===== src/rtl/ex_int_unit.sv =====
// ex_int_unit: integer execution unit that sits after the ID/EX register.
//
// An issue is signalled by a level change on in_ce. The unit keeps only the
// issues addressed to UNIT_ID and queues them in a small FIFO. It takes one
// entry at a time and either computes a single-cycle ALU result or runs an
// iterative shift-add multiply. The result goes out on the result bus with
// its tag and target, and stays there until cdb_grant accepts it.
//
// Ports:
//   clk, rst     clock and asynchronous active-high reset
//   in_unit      execution unit the issued op is addressed to
//   in_val1/2    operands A and B
//   in_tag       reservation tag of the op
//   in_op        opcode: ADD, SUB, AND, OR, XOR, SLL, SRL, MUL; 8-15 give 0
//   in_target    destination target
//   in_ce        issue strobe; every level change is one new request
//   cdb_valid    a result is being presented
//   cdb_tag      tag of the presented result
//   cdb_target   destination of the presented result
//   cdb_data     value of the presented result
//   cdb_grant    the result bus takes the result this cycle
//   busy         request FIFO is full
//   overflow     sticky flag: a request was dropped because the FIFO was full
module ex_int_unit #(
  parameter int unsigned DATA_W  = 32,
  parameter int unsigned TAG_W   = 4,
  parameter int unsigned OP_W    = 4,
  parameter int unsigned TGT_W   = 5,
  parameter int unsigned UNIT_W  = 2,
  parameter int unsigned UNIT_ID = 0,
  parameter int unsigned DEPTH   = 2
) (
  input  logic              clk,
  input  logic              rst,
  input  logic [UNIT_W-1:0] in_unit,
  input  logic [DATA_W-1:0] in_val1,
  input  logic [DATA_W-1:0] in_val2,
  input  logic [TAG_W-1:0]  in_tag,
  input  logic [OP_W-1:0]   in_op,
  input  logic [TGT_W-1:0]  in_target,
  input  logic              in_ce,
  output logic              cdb_valid,
  output logic [TAG_W-1:0]  cdb_tag,
  output logic [TGT_W-1:0]  cdb_target,
  output logic [DATA_W-1:0] cdb_data,
  input  logic              cdb_grant,
  output logic              busy,
  output logic              overflow
);

  localparam int unsigned SHW    = $clog2(DATA_W);
  localparam int unsigned PTR_W  = $clog2(DEPTH);
  localparam int unsigned FCNT_W = PTR_W + 1;
  localparam int unsigned CNT_W  = $clog2(DATA_W) + 1;

  localparam logic [OP_W-1:0] OP_ADD = OP_W'(0);
  localparam logic [OP_W-1:0] OP_SUB = OP_W'(1);
  localparam logic [OP_W-1:0] OP_AND = OP_W'(2);
  localparam logic [OP_W-1:0] OP_OR  = OP_W'(3);
  localparam logic [OP_W-1:0] OP_XOR = OP_W'(4);
  localparam logic [OP_W-1:0] OP_SLL = OP_W'(5);
  localparam logic [OP_W-1:0] OP_SRL = OP_W'(6);
  localparam logic [OP_W-1:0] OP_MUL = OP_W'(7);

  typedef enum logic [1:0] {IDLE, EXEC, DONE} state_t;

  // Request detection and FIFO bookkeeping
  logic              ce_q;
  logic [PTR_W-1:0]  wrPtr_q, wrPtr_d;
  logic [PTR_W-1:0]  rdPtr_q, rdPtr_d;
  logic [FCNT_W-1:0] count_q, count_d;
  logic              overflow_q, overflow_d;

  // FIFO storage
  logic [DATA_W-1:0] fifoVal1_q   [DEPTH];
  logic [DATA_W-1:0] fifoVal2_q   [DEPTH];
  logic [TAG_W-1:0]  fifoTag_q    [DEPTH];
  logic [OP_W-1:0]   fifoOp_q     [DEPTH];
  logic [TGT_W-1:0]  fifoTarget_q [DEPTH];

  // Execution state and registered result bus
  state_t            state_q;
  logic [DATA_W-1:0] mcand_q, mplier_q, acc_q;
  logic [CNT_W-1:0]  cnt_q;
  logic              cdbValid_q;
  logic [TAG_W-1:0]  cdbTag_q;
  logic [TGT_W-1:0]  cdbTarget_q;
  logic [DATA_W-1:0] cdbData_q;

  logic              reqNew, push, pop, full, pushOk;
  logic [DATA_W-1:0] headVal1, headVal2, aluRes;
  logic [TAG_W-1:0]  headTag;
  logic [OP_W-1:0]   headOp;
  logic [TGT_W-1:0]  headTarget;

  assign reqNew = (in_ce != ce_q);
  assign push   = reqNew && (in_unit == UNIT_W'(UNIT_ID));
  assign full   = (count_q == FCNT_W'(DEPTH));
  assign pop    = (state_q == IDLE) && (count_q != '0);
  // A full FIFO can still take a push when an entry leaves in the same cycle
  assign pushOk = push && (!full || pop);

  assign headVal1   = fifoVal1_q[rdPtr_q];
  assign headVal2   = fifoVal2_q[rdPtr_q];
  assign headTag    = fifoTag_q[rdPtr_q];
  assign headOp     = fifoOp_q[rdPtr_q];
  assign headTarget = fifoTarget_q[rdPtr_q];

  always_comb begin
    wrPtr_d    = wrPtr_q;
    rdPtr_d    = rdPtr_q;
    count_d    = count_q;
    overflow_d = overflow_q | (push & full & ~pop);
    if (pushOk) wrPtr_d = wrPtr_q + PTR_W'(1);
    if (pop)    rdPtr_d = rdPtr_q + PTR_W'(1);
    case ({pushOk, pop})
      2'b10:   count_d = count_q + FCNT_W'(1);
      2'b01:   count_d = count_q - FCNT_W'(1);
      default: count_d = count_q;
    endcase
  end

  always_ff @(posedge clk or posedge rst) begin
    if (rst) begin
      ce_q       <= 1'b0;
      wrPtr_q    <= '0;
      rdPtr_q    <= '0;
      count_q    <= '0;
      overflow_q <= 1'b0;
    end else begin
      ce_q       <= in_ce;
      wrPtr_q    <= wrPtr_d;
      rdPtr_q    <= rdPtr_d;
      count_q    <= count_d;
      overflow_q <= overflow_d;
    end
  end

  // Storage does not need a reset because the pointers and count decide
  // which entries are valid.
  always_ff @(posedge clk) begin
    if (pushOk) begin
      fifoVal1_q[wrPtr_q]   <= in_val1;
      fifoVal2_q[wrPtr_q]   <= in_val2;
      fifoTag_q[wrPtr_q]    <= in_tag;
      fifoOp_q[wrPtr_q]     <= in_op;
      fifoTarget_q[wrPtr_q] <= in_target;
    end
  end

  // Single-cycle ALU result for the FIFO head. MUL and opcodes 8-15 give 0 here.
  always_comb begin
    aluRes = '0;
    case (headOp)
      OP_ADD:  aluRes = headVal1 + headVal2;
      OP_SUB:  aluRes = headVal1 - headVal2;
      OP_AND:  aluRes = headVal1 & headVal2;
      OP_OR:   aluRes = headVal1 | headVal2;
      OP_XOR:  aluRes = headVal1 ^ headVal2;
      OP_SLL:  aluRes = headVal1 << headVal2[SHW-1:0];
      OP_SRL:  aluRes = headVal1 >> headVal2[SHW-1:0];
      default: aluRes = '0;
    endcase
  end

  // Execution FSM. EXEC runs DATA_W shift-add steps. It then takes one more
  // cycle to move the accumulator into the result register, so a multiply
  // shows cdb_valid DATA_W+1 cycles after its pop.
  always_ff @(posedge clk or posedge rst) begin
    if (rst) begin
      state_q     <= IDLE;
      mcand_q     <= '0;
      mplier_q    <= '0;
      acc_q       <= '0;
      cnt_q       <= '0;
      cdbValid_q  <= 1'b0;
      cdbTag_q    <= '0;
      cdbTarget_q <= '0;
      cdbData_q   <= '0;
    end else begin
      case (state_q)
        IDLE: begin
          if (pop) begin
            cdbTag_q    <= headTag;
            cdbTarget_q <= headTarget;
            if (headOp == OP_MUL) begin
              mcand_q  <= headVal1;
              mplier_q <= headVal2;
              acc_q    <= '0;
              cnt_q    <= '0;
              state_q  <= EXEC;
            end else begin
              cdbData_q  <= aluRes;
              cdbValid_q <= 1'b1;
              state_q    <= DONE;
            end
          end
        end
        EXEC: begin
          if (cnt_q == CNT_W'(DATA_W)) begin
            cdbData_q  <= acc_q;
            cdbValid_q <= 1'b1;
            state_q    <= DONE;
          end else begin
            if (mplier_q[0]) acc_q <= acc_q + mcand_q;
            mcand_q  <= mcand_q << 1;
            mplier_q <= mplier_q >> 1;
            cnt_q    <= cnt_q + CNT_W'(1);
          end
        end
        DONE: begin
          if (cdb_grant) begin
            cdbValid_q <= 1'b0;
            state_q    <= IDLE;
          end
        end
        default: state_q <= IDLE;
      endcase
    end
  end

  assign cdb_valid  = cdbValid_q;
  assign cdb_tag    = cdbTag_q;
  assign cdb_target = cdbTarget_q;
  assign cdb_data   = cdbData_q;
  assign busy       = full;
  assign overflow   = overflow_q;

endmodule

===== config.mk =====
export PLATFORM = sky130hd
export DESIGN_NAME = ex_int_unit
export DESIGN_NICKNAME = d
export VERILOG_FILES = /design/src/rtl/ex_int_unit.sv
export SDC_FILE = /design/constraint.sdc
export NUM_CORES = 1
export LEC_CHECK = 0
export BUFFER_PORTS_ARGS = -buffer_cell sky130_fd_sc_hd__buf_4
export CORE_MARGIN = 4
export CORE_UTILIZATION = 30
export CTS_CLUSTER_SIZE = 25
export DETAILED_ROUTE_END_ITERATION = 12
export PLACE_DENSITY = 0.49
export SLEW_MARGIN = 20
export SYNTH_ARGS = -nofsm -noshare
export SYNTH_HDL_FRONTEND = slang
export SYNTH_SLANG_ARGS = --single-unit

===== constraint.sdc =====
create_clock -name clk -period 4.9 [get_ports clk]
set_input_delay 0.735 -clock clk [delete_from_list [all_inputs] [get_ports clk]]
set_output_delay 0.735 -clock clk [all_outputs]
set_load 0.005 [all_outputs]

# After elaboration in Yosys (flattened, before gate mapping)
# Memories as Yosys holds them, arrays and structs flattened. A register that Yosys moved wholly into a read port is not among the register bits.
# Cells that the tools add are included.
[word_totals]
regBits = 143
mem_bits_rw = 154
out_inout_bits = 44
elab_cells = 108
n_memories = 5
[mem_list]
columns = ["name", "depth", "width", "read_ports", "rd_ports_with_merged_regs", "write_ports", "line_no", "source"]
rows = [
  ["fifoVal1_q", 2, 32, 1, 0, 1, "75", "logic [DATA_W-1:0] fifoVal1_q [DEPTH];"],
  ["fifoVal2_q", 2, 32, 1, 0, 1, "76", "logic [DATA_W-1:0] fifoVal2_q [DEPTH];"],
  ["fifoTarget_q", 2, 5, 1, 1, 1, "79", "logic [TGT_W-1:0] fifoTarget_q [DEPTH];"],
  ["fifoOp_q", 2, 4, 1, 0, 1, "78", "logic [OP_W-1:0] fifoOp_q [DEPTH];"],
  ["fifoTag_q", 2, 4, 1, 1, 1, "77", "logic [TAG_W-1:0] fifoTag_q [DEPTH];"],
]
[op_classes]
addsub = 8
eq_ne = 21
n_shift = 2
muxes = 35
bitwise = 7
n_reduce_logical = 18
[op_table]
columns = ["cell", "n"]
rows = [
  ["32-bit two-way mux", 13],
  ["32-bit case mux with 2 select lines", 4],
  ["32-bit case mux with 7 select lines", 1],
  ["32-bit adder", 2],
  ["32-bit bitwise AND", 1],
  ["32-bit OR", 1],
  ["32-bit by 5-bit << shifter with 32-bit output", 1],
  ["32-bit by 5-bit right shift with 32-bit output", 1],
  ["32-bit subtractor", 1],
  ["32-bit XOR", 1],
  ["6-bit two-way mux", 3],
  ["4-bit by 3-bit == test with 1-bit output, second input constant", 4],
  ["2-bit inequality test, second input constant", 6],
  ["6-bit case mux with 2 select lines", 1],
  ["5-bit AND reduction", 2],
  ["4-bit by 2-bit == test with 1-bit output, second input constant", 2],
  ["2-bit two-way mux", 4],
  ["4-bit AND reduction", 2],
  ["6-bit by 1-bit adder with 6-bit output, second input constant", 1],
  ["2-bit == test, second input constant", 3],
  ["6-bit == test, second input constant", 1],
  ["1-bit two-way mux", 6],
  ["2-bit case mux with 3 select lines", 1],
  ["2-bit nonzero test", 3],
  ["other kinds (20)", 26],
]

# Logic depth before layout (Yosys ltp)
# Gate-level depths: netlist (run 1).
[depth]
depth_word = 6
depth_mapped = 25
depth_no_buf = 19

# Worst setup path before layout (run 1)
# No wires, ideal clock.
[synth_timing]
path_type = "reg2reg"
start = "register rdPtr_q"
end = "register cdbData_q[29] (netlist: cdb_data[29])"
setup_time_ns = 0.126
arrival_time_ns = 4.971
required_time_ns = 4.774
slack_ns = -0.197
stages_incl_launch_ff = 26
path_buffers = 6
cell_sequence = "dfrtp_1 > buf_6 > buf_6 > mux2i_1 > buf_2 > buf_2 > buf_1 > ha_1 > o2111ai_1 > o21ai_1 > o21a_1 > and3_1 > and2_1 > nand2_1 > o21ai_0 > xnor2_1 > ha_1 > clkbuf_1 > a21o_1 > a21o_1 > a21oi_1 > nand4_1 > a41oi_1 > xnor2_1 > a211oi_1 > nor3_1"
[synth_between]
elab_chain_cells = 6
word_cells_on_any_way = 24
classes_between = "add/sub: 2; eq/ne: 8; shift: 2; mux: 4; bitwise: 3; reduce/logical: 2; memory: 3"
[synth_lines]
columns = ["element", "line_no", "source"]
rows = [
  ["start: declaration", "70", "logic [PTR_W-1:0] rdPtr_q, rdPtr_d;"],
  ["start signal: assignment", "133", "rdPtr_q <= rdPtr_d;"],
  ["memory read 2 x 32 bit (tied with other cells)", "-", ""],
  ["32-bit subtractor (tied with other cells)", "156", "OP_SUB: aluRes = headVal1 - headVal2;"],
  ["32-bit case mux with 7 select lines", "154", "case (headOp)"],
  ["32-bit two-way mux", "186", "if (headOp == OP_MUL) begin"],
  ["32-bit two-way mux", "183", "if (pop) begin"],
  ["32-bit case mux with 2 select lines", "181", "case (state_q)"],
  ["end signal: assignment", "193", "cdbData_q <= aluRes;"],
  ["end signal: assignment", "201", "cdbData_q <= acc_q;"],
  ["end: declaration", "88", "logic [DATA_W-1:0] cdbData_q;"],
]
# Several ways; a longest one is shown, not always the timed one. The select of a mux whose other input is x is not followed.
# A chain may end at the register's enable or synchronous reset.

# Final worst setup path (run 1)
[layout_timing]
start = "register rdPtr_q"
end = "register cdbData_q[25] (netlist: cdb_data[25])"
# Same word-level chain as after synthesis.

==> impl_results.md, run 1 <==
* Worst r2r dst: cdb_data[25]$_DFFE_PP0P_
* Placed insts at 3219
* Final Non-Filler Cells at 3291
* Largest stage delay, worst path at 560 ps
* Root buf cell: clkbuf_16
* Fmax at 214.9 MHz
* YS warnings at 0
* Status: finished clean
* Dominant synthesized flop cell: edfxtp_1
* Post-layout net count at 2546
* Yosys reg bits at 306
* Die height at 271.9 µm
* ANT nets after route at 0
* Dpl ws at 75.08 ps
* Syn_area_per_cell at 9.724 µm²
* First-pass GRT wire length at 124.8 mm
* Avg WL per Cell at 25.77 µm
* Fin crit period at 4654 ps
* Vias per inst at 5.620
* Leakage power figure at 10.42 nW
* Vias in the first global route at 18420
* Initial antenna violation count at 0
* Hold Vio Cnt, Final at 0
* Post-CTS Hold Buffers at 0
* Commonest cells post-synth: 177 x nand2_1, 175 x mux2i_1, 166 x a21oi_1, 154 x edfxtp_1, 152 x dfrtp_1
* Cell count of the worst reg-to-reg path at 20
* Tot Pwr at 17.37 mW
* Fillcell total at 6955
* CTS tree: built
* Post-detail-place hpwl at 64.34 mm
* Ys async rst share at 49.67%
* Hold WS at 218.0 ps
* Die Wd at 271.9 µm
* Critical-path maximum fanout at 8
* Period utilization at 94.99%
* Clock sinks at 306
* Yosys cell types at 80
* Sequential cell area fraction in the yosys report at 40.35%
* Worst IR Drop VDD at 0.0002299 V
* Area grow syn2layout at 20.04%
* Full die area at 73910 µm²
* Top delay family on crit path: simple AND/OR/NAND/NOR gates
* R2R setup slack at 250 ps
* Worst slew pin tran at 912.1 ps
* Max clock buf depth at 3
* Worst path slowest cell: dfrtp_4
* Post-synth EDFFs at 154
* Skew-Pair Late Insertion Delay at 580 ps
* Post-Syn Nets at 2363
* Slew Limit Fails at 0
* Top cells by area, synth: edfxtp_1 22%, dfrtp_1 18%, mux2i_1 8.4%
* N_diodes at 0
* Crit start category: register
* # rows at 96
* Placed inst area at 23670 µm²
* Gr usage total at 22.28%
* WL final at 84.83 mm
* DRC errors left at 0
* Drt first pass iters at 5
* Power Density at 692.9 nW/µm²
* Initial core utilization at 30.35%
* Remaining global-route overflow at 0
* PnR worst setup slack at 245.7 ps
* Crit-path cells: buf_2 > or4_1 > and2_1 > nor2_1 > nand2_1 > nor3_1 > buf_4 > a41oi_1 > xnor2_1 > ha_1 > and4_1 > nand3_1 > a211oi_2 > o21ai_0 > buf_4 > a31oi_4 > a31oi_1 > xnor2_1 > a221oi_1 > a311oi_1
* Share of layout cells above drive strength 1 at 20.00%
* H-Tree Level Count at 2
* Type of the worst setup path: register to register
* Core area at 68830 µm²
* Max_slew headroom at 38.55%
* Yosys top cell area share at 22.14%
* Setup violations, final at 0
* Worst r2r src: rdPtr_q$_DFFE_PP0P_
* Number of top-level pins at 127
* WP data required at 5320 ps
* Crit path capture type: register
* Number of buffers and inverters on the critical path at 3
* Max Cap Violations at 0
* Largest net degree at the start of global routing at 94
* Worst hold path class: primary input to async pin
* Design area at 25070 µm²
* Clock skew at 23.65 ps
* Synthesized instance count at 2148
* TritonCTS buffer count at 39
* PortBufs at 126
* Biggest area consumer among synthesized cells: edfxtp_1
* Iteration-0 DRC count of the detailed router at 1883
* Gp weighted congestion at 0.9763
* Via count at 18500
* Worst-path clk slew at 60 ps
* Critical path arrival at 5070 ps
* Synthesized area at 20890 µm²
* Most frequent cell after synthesis: nand2_1
[registers in the layout, indices dropped and copies added (netlist names)]
signal	flops
cdb_data	32
cdb_valid	1
fifoTag_q	8
state_q	2
fifoVal2_q	64
fifoVal1_q	64
wrPtr_q	1
fifoOp_q	8
cnt_q	6
count_q	2
ce_q	1
acc_q	32
cdb_tag	4
mplier_q	32
mcand_q	32
fifoTarget_q	10
rdPtr_q	1
cdb_target	5
overflow	1
[per-layer routing]
| metal | track usage [%] | up-vias | wire, µm |
|---|---|---|---|
| met4 | 7.308 | 0 | 3038 |
| met3 | 3.057 | 133 | 5206 |
| li1 | - | 8473 | - |
| met2 | 34.93 | 692 | 37870 |
| met1 | 31.78 | 9197 | 38710 |
| met5 | 0 | - | 0 |
[cells by family after synthesis]
family	after synthesis	synth area share [%]
compound gates	653	21.46
xor+xnor	84	3.522
fa+ha+maj	132	7.979
buf+inv	214	4.283
flops	306	40.35
mux	200	10.03
simple gates	559	12.37
[placed cells by master, fill, tap and decap left out, drive strengths merged, types with 11 or more instances in the layout]
| cell type | instances |
|---|---|
| mux2 | 14 |
| nand4 | 11 |
| nor3 | 33 |
| o21ai | 135 |
| nand3 | 87 |
| ha | 130 |
| mux2i | 184 |
| buf | 274 |
| a31oi | 28 |
| a221oi | 24 |
| o21a | 13 |
| clkinv | 15 |
| a21o | 30 |
| a21oi | 166 |
| edfxtp | 154 |
| xnor2 | 57 |
| o221a | 62 |
| nor2 | 150 |
| and3 | 19 |
| o211ai | 22 |
| nand2 | 177 |
| and2 | 12 |
| nor2b | 12 |
| o22ai | 19 |
| a22oi | 18 |
| dfrtp | 152 |
| o31ai | 22 |
| a211oi | 34 |
| xor2 | 27 |
| inv | 82 |
| clkbuf | 48 |
| o2111ai | 11 |
[how the worst max path moves through the flow]
stage	depth (start not counted)	to	startpoint	slack, ps
after floorplan	25	cdb_data[29]$_DFFE_PP0P_	rdPtr_q$_DFFE_PP0P_	-30
after global placement	19	cdb_data[23]$_DFFE_PP0P_	rdPtr_q$_DFFE_PP0P_	120
after detailed placement	19	cdb_data[23]$_DFFE_PP0P_	rdPtr_q$_DFFE_PP0P_	80
after CTS	19	cdb_data[23]$_DFFE_PP0P_	rdPtr_q$_DFFE_PP0P_	50
after global routing	20	cdb_data[25]$_DFFE_PP0P_	rdPtr_q$_DFFE_PP0P_	-4
final	20	cdb_data[25]$_DFFE_PP0P_	rdPtr_q$_DFFE_PP0P_	250
[stage by stage]
| step | util (%) | setup TNS, ps |
|---|---|---|
| floorplan | - | -31.73 |
| global placement | 34.39 | 0 |
| detailed placement | 34.40 | 0 |
| CTS | 36.28 | 0 |
| global route | 36.43 | -6.664 |
| finish | 36.43 | 0 |
[layout make-up]
class / count / area (µm²) / share of cell area, %
multi-input cells: 1628 / 11730 / 46.79
flip-flops and latches: 306 / 8433 / 33.63
repair buffers: 274 / 2130 / 8.493
well taps: 931 / 1165 / 4.646
clock buffers: 48 / 1020 / 4.067
inverters: 82 / 314.1 / 1.253
clock inverters: 22 / 279.0 / 1.113
[report_power, final]
| part | total (mW) | switching [mW] | internal (mW) |
|---|---|---|---|
| clock network | 2.97 | 1.21 | 1.76 |
| logic | 10.4 | 6.35 | 4.00 |
| registers | 4.05 | 0.675 | 3.37 |
[worst reg2reg max path, delay by kind of cell, from the launching register on]
family / cells / cell delay [ps]
flops: 1 / 560
buf+inv: 3 / 540
xor+xnor: 2 / 330
compound gates: 7 / 1230
simple gates: 7 / 1500
fa+ha+maj: 1 / 360
[what timing repair did]
action / in CTS / in global routing
setup endpoints to repair: 0 / 10
hold endpoints to repair: 0 / 0
resized for setup: 0 / 18
buffers inserted: 0 / 2
Power figures use the tool's default switching activity.
==> run 2: changes to the inputs <==
--- a/config.mk
+++ b/config.mk
@@ -6,11 +6,13 @@
 export NUM_CORES = 1
 export LEC_CHECK = 0
 export BUFFER_PORTS_ARGS = -buffer_cell sky130_fd_sc_hd__buf_4
+export CELL_PAD_IN_SITES_DETAIL_PLACEMENT = 2
+export CELL_PAD_IN_SITES_GLOBAL_PLACEMENT = 2
 export CORE_MARGIN = 4
 export CORE_UTILIZATION = 30
 export CTS_CLUSTER_SIZE = 25
 export DETAILED_ROUTE_END_ITERATION = 12
-export PLACE_DENSITY = 0.49
+export PLACE_DENSITY = 0.65
 export SLEW_MARGIN = 20
 export SYNTH_ARGS = -nofsm -noshare
 export SYNTH_HDL_FRONTEND = slang
==> constraint.sdc (replaced) <==
create_clock -name clk -period 4.4 [get_ports clk]
set_input_delay 0.66 -clock clk [delete_from_list [all_inputs] [get_ports clk]]
set_output_delay 0.66 -clock clk [all_outputs]
set_load 0.005 [all_outputs]
==> run 2 against run 1 <==
Net effect:
- first-iteration DRC count shrank 17%
- worst hold slack worse by 180 ps
- clock power rose by 9.4%
- setup slack worse by 220 ps
- count of clock-buffer cells in the layout increased by 5
- wire length grew 24%
- combinational power up 38%
- sequential cell count stayed put
- non-clock buffer count up 217
- largest power group unchanged
==> impl_results.md, run 2 (synthesis gave the netlist of run 1 again) <==
* PortBufs at 126
* Vias per inst at 5.693
* WL final at 105.1 mm
* Die Wd at 271.9 µm
* Fin crit period at 4373 ps
* Initial antenna violation count at 2
* Root buf cell: clkbuf_16
* Area grow syn2layout at 30.85%
* Post-layout net count at 2763
* Max clock buf depth at 3
* Iteration-0 DRC count of the detailed router at 1556
* Period utilization at 99.38%
* Top delay family on crit path: compound AO/OA/AOI/OAI gates
* Worst-path clk slew at 60 ps
* Post-detail-place hpwl at 80.24 mm
* Type of the worst setup path: register to register
* Number of top-level pins at 127
* Fmax at 228.7 MHz
* Crit start category: register
* Crit-path cells: buf_12 > buf_6 > mux2i_4 > buf_8 > o2111ai_4 > o21ai_2 > o21a_2 > buf_6 > a21oi_4 > xnor2_1 > ha_1 > buf_4 > and4_4 > nand3_4 > a211oi_4 > o21ai_1 > buf_4 > a31oi_4 > a31oi_4 > xnor2_2 > a221oi_2 > a311oi_1
* DRC errors left at 0
* Initial core utilization at 30.35%
* Clock skew at 20.12 ps
* Max Cap Violations at 0
* Vias in the first global route at 21560
* Worst slew pin tran at 1049 ps
* Via count at 19980
* Met1 Use GR at 35.14%
* Met2 usage at 48.13%
* Critical-path maximum fanout at 8
* Core area at 68830 µm²
* Hold WS at 38.87 ps
* Gp weighted congestion at 0.9434
* Status: finished clean
* Hold Vio Cnt, Final at 0
* Worst r2r src: rdPtr_q$_DFFE_PP0P_
* Slew Limit Fails at 0
* Worst hold path class: primary input to async pin
* Largest stage delay, worst path at 540 ps
* Critical path depth at 22
* Max_slew headroom at 29.32%
* Crit path capture type: register
* Setup violations, final at 0
* WP data required at 4800 ps
* TritonCTS buffer count at 39
* CTS tree: built
* Worst path slowest cell: dfrtp_4
* PnR worst setup slack at 27.10 ps
* Full die area at 73910 µm²
* Avg WL per Cell at 29.96 µm
* Leakage power figure at 11.63 nW
* Skew-Pair Late Insertion Delay at 570 ps
* Worst IR Drop VDD at 0.0003938 V
* Clock sinks at 306
* RSZ-0062 raised after global routing: true
* # rows at 96
* Share of layout cells above drive strength 1 at 29.91%
* Drt first pass iters at 5
* R2R setup slack at 30 ps
* Number of buffers and inverters on the critical path at 6
* Largest net degree at the start of global routing at 127
* Die height at 271.9 µm
* GRT met3 Usage at 3.330%
* First-pass GRT wire length at 151.1 mm
* Most frequent cells in the layout: 470 x buf_4, 171 x nand2_1, 171 x mux2i_1, 154 x edfxtp_1, 150 x dfrtp_1
* Worst r2r dst: cdb_data[25]$_DFFE_PP0P_
* Cell count of the worst reg-to-reg path at 22
* GRT busiest layer: met2
* Remaining global-route overflow at 0
* Power Density at 811.3 nW/µm²
* Gr usage total at 27.33%
* ANT nets after route at 0
* Critical path arrival at 4770 ps
* Dpl ws at -594.7 ps
* H-Tree Level Count at 2
* Top flop regs: fifoVal1_q x64, fifoVal2_q x64
* Most common cell after layout, fill and taps aside: buf_4
-- run 2: stage by stage --
stage | utilization (%) | area (µm²) | instances | power, mW | TNS (ps)
finish | 39.71 | 27330 | 3510 | 22.17 | 0
global route | 39.71 | 27330 | 3509 | 23.36 | -1170
CTS | 38.59 | 26560 | 3481 | 21.32 | -175.4
detailed placement | 36.42 | 25070 | 3406 | 17.76 | -4427
global placement | 36.42 | 25070 | 3406 | 17.34 | -1867
floorplan | - | 20940 | 2148 | 11.46 | -130.5
-- run 2: per-layer routing --
layer	part of all wire [%]	wire (µm)
met2	50	52220
met4	3.6	3775
met5	0.012	13
met3	4.3	4544
met1	42	44590
-- run 2: area by class of cell --
cell class	count	area [µm²]
Timing Repair Buffer	491	3851
Antenna cell	1	2.502
Inverter	82	314.1
Clock inverter	18	201.4
Fill cell	7394	41500
Sequential cell	306	8433
Multi-Input combinational cell	1628	12280
Tap cell	931	1165
Clock buffer	53	1079
-- run 2: power breakdown --
group | switching (mW) | leakage [nW] | internal [mW]
combinational | 8.42 | 7.72 | 5.96
sequential | 0.787 | 3.29 | 3.76
clock | 1.34 | 0.624 | 1.91
-- run 2: worst max-delay path by stage --
stage | from | end | slack (ps)
2_1_floorplan | rdPtr_q$_DFFE_PP0P_ | cdb_data[29]$_DFFE_PP0P_ | -130
3_3_place_gp | rdPtr_q$_DFFE_PP0P_ | cdb_data[25]$_DFFE_PP0P_ | -300
3_5_place_dp | rdPtr_q$_DFFE_PP0P_ | cdb_data[25]$_DFFE_PP0P_ | -590
4_1_cts | rdPtr_q$_DFFE_PP0P_ | cdb_data[25]$_DFFE_PP0P_ | -90
5_1_grt | rdPtr_q$_DFFE_PP0P_ | cdb_data[25]$_DFFE_PP0P_ | -140
6_report | rdPtr_q$_DFFE_PP0P_ | cdb_data[25]$_DFFE_PP0P_ | 30
-- run 2: timing repair --
action	in CTS	in global routing
pin swaps	10	64
setup endpoints to repair	21	24
buffers inserted	4	27
cloned	0	1
gates resized for setup	40	120
hold buffers	0	0
-- run 2: worst reg2reg max path, delay by kind of cell, from the launching register on --
kind	cells	cell delay [ps]
AO/OA/AOI/OAI	10	1670
flip-flops	1	540
buffers and inverters	6	840
adder cells (fa/ha/maj)	1	310
AND/OR/NAND/NOR	2	330
XOR/XNOR	2	310
multiplexers	1	200
==> run 3: changes to the inputs <==
--- a/config.mk
+++ b/config.mk
@@ -9,10 +9,10 @@
 export CELL_PAD_IN_SITES_DETAIL_PLACEMENT = 2
 export CELL_PAD_IN_SITES_GLOBAL_PLACEMENT = 2
 export CORE_MARGIN = 4
-export CORE_UTILIZATION = 30
+export CORE_UTILIZATION = 40
 export CTS_CLUSTER_SIZE = 25
 export DETAILED_ROUTE_END_ITERATION = 12
-export PLACE_DENSITY = 0.65
+export PLACE_DENSITY = 0.83
 export SLEW_MARGIN = 20
 export SYNTH_ARGS = -nofsm -noshare
 export SYNTH_HDL_FRONTEND = slang
==> run 3 against run 2 <==
Net effect:
- the flow now finishes with violations (capacitance limit, slew limit, setup timing)
- highest routed layer unchanged
- final cell count decreased by 7.7%
- cell area decreased by 0.97%
- count of clock-buffer cells in the layout decreased by 5
- register-to-register slack got worse by 1000 ps
- non-clock buffer count decreased by 19
==> impl_results.md, run 3 (synthesis gave the netlist of run 1 again) <==
* Power Density at 888.9 nW/µm²
* Clock sinks at 306
* RSZ-0062 raised after global routing: true
* PnR worst setup slack at -971.4 ps
* Hold Vio Cnt, Final at 0
* Die height at 236.5 µm
* Gr usage total at 41.60%
* Remaining global-route overflow at 0
* Vias in the first global route at 23810
* Violated checks: capacitance limit, slew limit, setup timing
* Fmax at 186.2 MHz
* Most common cell after layout, fill and taps aside: buf_4
* Max clock buf depth at 3
* Initial core utilization at 40.55%
* Worst hold path class: primary input to async pin
* Worst slew pin tran at 1867 ps
* Top flop regs: fifoVal1_q x64, fifoVal2_q x64
* TritonCTS buffer count at 37
* Leakage power figure at 11.51 nW
* WL final at 132.2 mm
* H-Tree Level Count at 2
* Placed insts at 3145
* Setup violations, final at 30
* Period utilization at 122.1%
* # rows at 83
* Crit start category: register
* Tot Pwr at 24.06 mW
* Util after Layout at 52.55%
* Critical path arrival at 5830 ps
* Critical-path maximum fanout at 26
* Clock skew at 35.73 ps
* Post-CTS Hold Buffers at 0
* Max Cap Violations at 2
* Full die area at 55930 µm²
* Hold WS at 86.64 ps
* Crit path capture type: register
* Drt first pass iters at 6
* Max_slew headroom at -25.81%
* Area grow syn2layout at 29.59%
* DRC errors left at 0
* Iteration-0 DRC count of the detailed router at 3037
* Vias per inst at 6.991
* Avg WL per Cell at 40.80 µm
* PortBufs at 126
* Share of layout cells above drive strength 1 at 30.84%
* Slew Limit Fails at 6
* Final Non-Filler Cells at 3239
* Post-layout net count at 2742
* Die Wd at 236.5 µm
* Initial antenna violation count at 13
* WP data required at 4860 ps
* ANT nets after route at 0
* Post-detail-place hpwl at 82.46 mm
* First-pass GRT wire length at 172.1 mm
* Number of top-level pins at 127
* Worst IR Drop VDD at 0.0005812 V
* Skew-Pair Late Insertion Delay at 600 ps
* CTS tree: built
* Worst-path clk slew at 70 ps
* Root buf cell: clkbuf_16
* Fin crit period at 5371 ps
* Type of the worst setup path: register to register
* Most frequent cells in the layout: 453 x buf_4, 170 x nand2_1, 166 x mux2i_1, 154 x edfxtp_1, 150 x dfrtp_1
* Via count at 22650
* Status: complete, but fails checks
* Gp weighted congestion at 0.9851
* Core area at 51510 µm²
* Largest net degree at the start of global routing at 127
-- run 3: cell count changes in the layout (fill, tap and decap cells not counted), sizes merged --
cell	previous run	this run
buf	490	471
clkbuf	54	49
diode	1	4
clkinv	14	13
clkinvlp	2	4
-- run 3: repair_timing --
item | 4_1_cts | 5_1_grt
setup buffers | 8 | 15
setup endpoints to repair | 24 | 25
gates resized for setup | 100 | 118
pin swaps | 28 | 39
gates cloned | 0 | 1
-- run 3: metal layers --
metal	up-vias	part of all wire (%)	global-route usage, %
met2	1663	44	67.35
met5	-	0.13	0
li1	8866	-	-
met1	11320	35	47.86
met3	778	10	10.58
met4	14	11	30.17
-- run 3: final timing paths --
kind,start,endpoint,slack (ps),cells past startpoint
max,rdPtr_q$_DFFE_PP0P_,cdb_data[2]$_DFFE_PP0P_,-970,16
min reg2reg,mplier_q[31]$_DFFE_PP0P_,mplier_q[31]$_DFFE_PP0P_,490,2
min in group clk,in_ce,ce_q$_DFF_PP0_,220,1
min,rst,count_q[0]$_DFFE_PP0P_,90,2
max reg2reg,rdPtr_q$_DFFE_PP0P_,cdb_data[2]$_DFFE_PP0P_,-970,16
max in group asynchronous,rst,rdPtr_q$_DFFE_PP0P_,3140,3
-- run 3: metrics by stage --
step,setup TNS [ps],instance area (µm²),setup slack (ps)
after global placement,-1482,24680,-216.6
after detailed placement,-5262,24680,-477.7
after floorplan,-130.5,20940,-130.5
after global routing,-11230,27060,-695.0
final,-12060,27070,-971.4
after CTS,-134.9,26320,-88.38
-- run 3: cell type report --
| class | instances | area, µm² |
|---|---|---|
| sequential | 306 | 8433 |
| inverter | 82 | 314.1 |
| clock inverter | 19 | 202.7 |
| multi-input combinational | 1628 | 12590 |
| timing repair buffer | 472 | 3685 |
| clock buffer | 48 | 977.2 |
| tap | 680 | 850.8 |
| fill | 5219 | 24440 |
| antenna | 4 | 10.01 |
-- run 3: worst max-delay path, stage by stage, from the launching register on --
cell	delay, ps
dfrtp_4	540
buf_12	170
buf_8	140
mux2i_4	250
buf_4	190
inv_2	90
buf_4	130
buf_4	390
buf_4	460
ha_1	240
o21ai_0	110
o21ai_0	1420
a222oi_1	220
buf_4	260
o31ai_1	90
a31oi_1	160
o31ai_1	330
-- run 3: where the power goes --
group | internal, mW | total, mW | switching, mW
Combinational | 6.08 | 16.1 | 10.0
Clock | 1.76 | 3.25 | 1.48
Sequential | 3.76 | 4.69 | 0.933
Total | 11.6 | 24.1 | 12.5
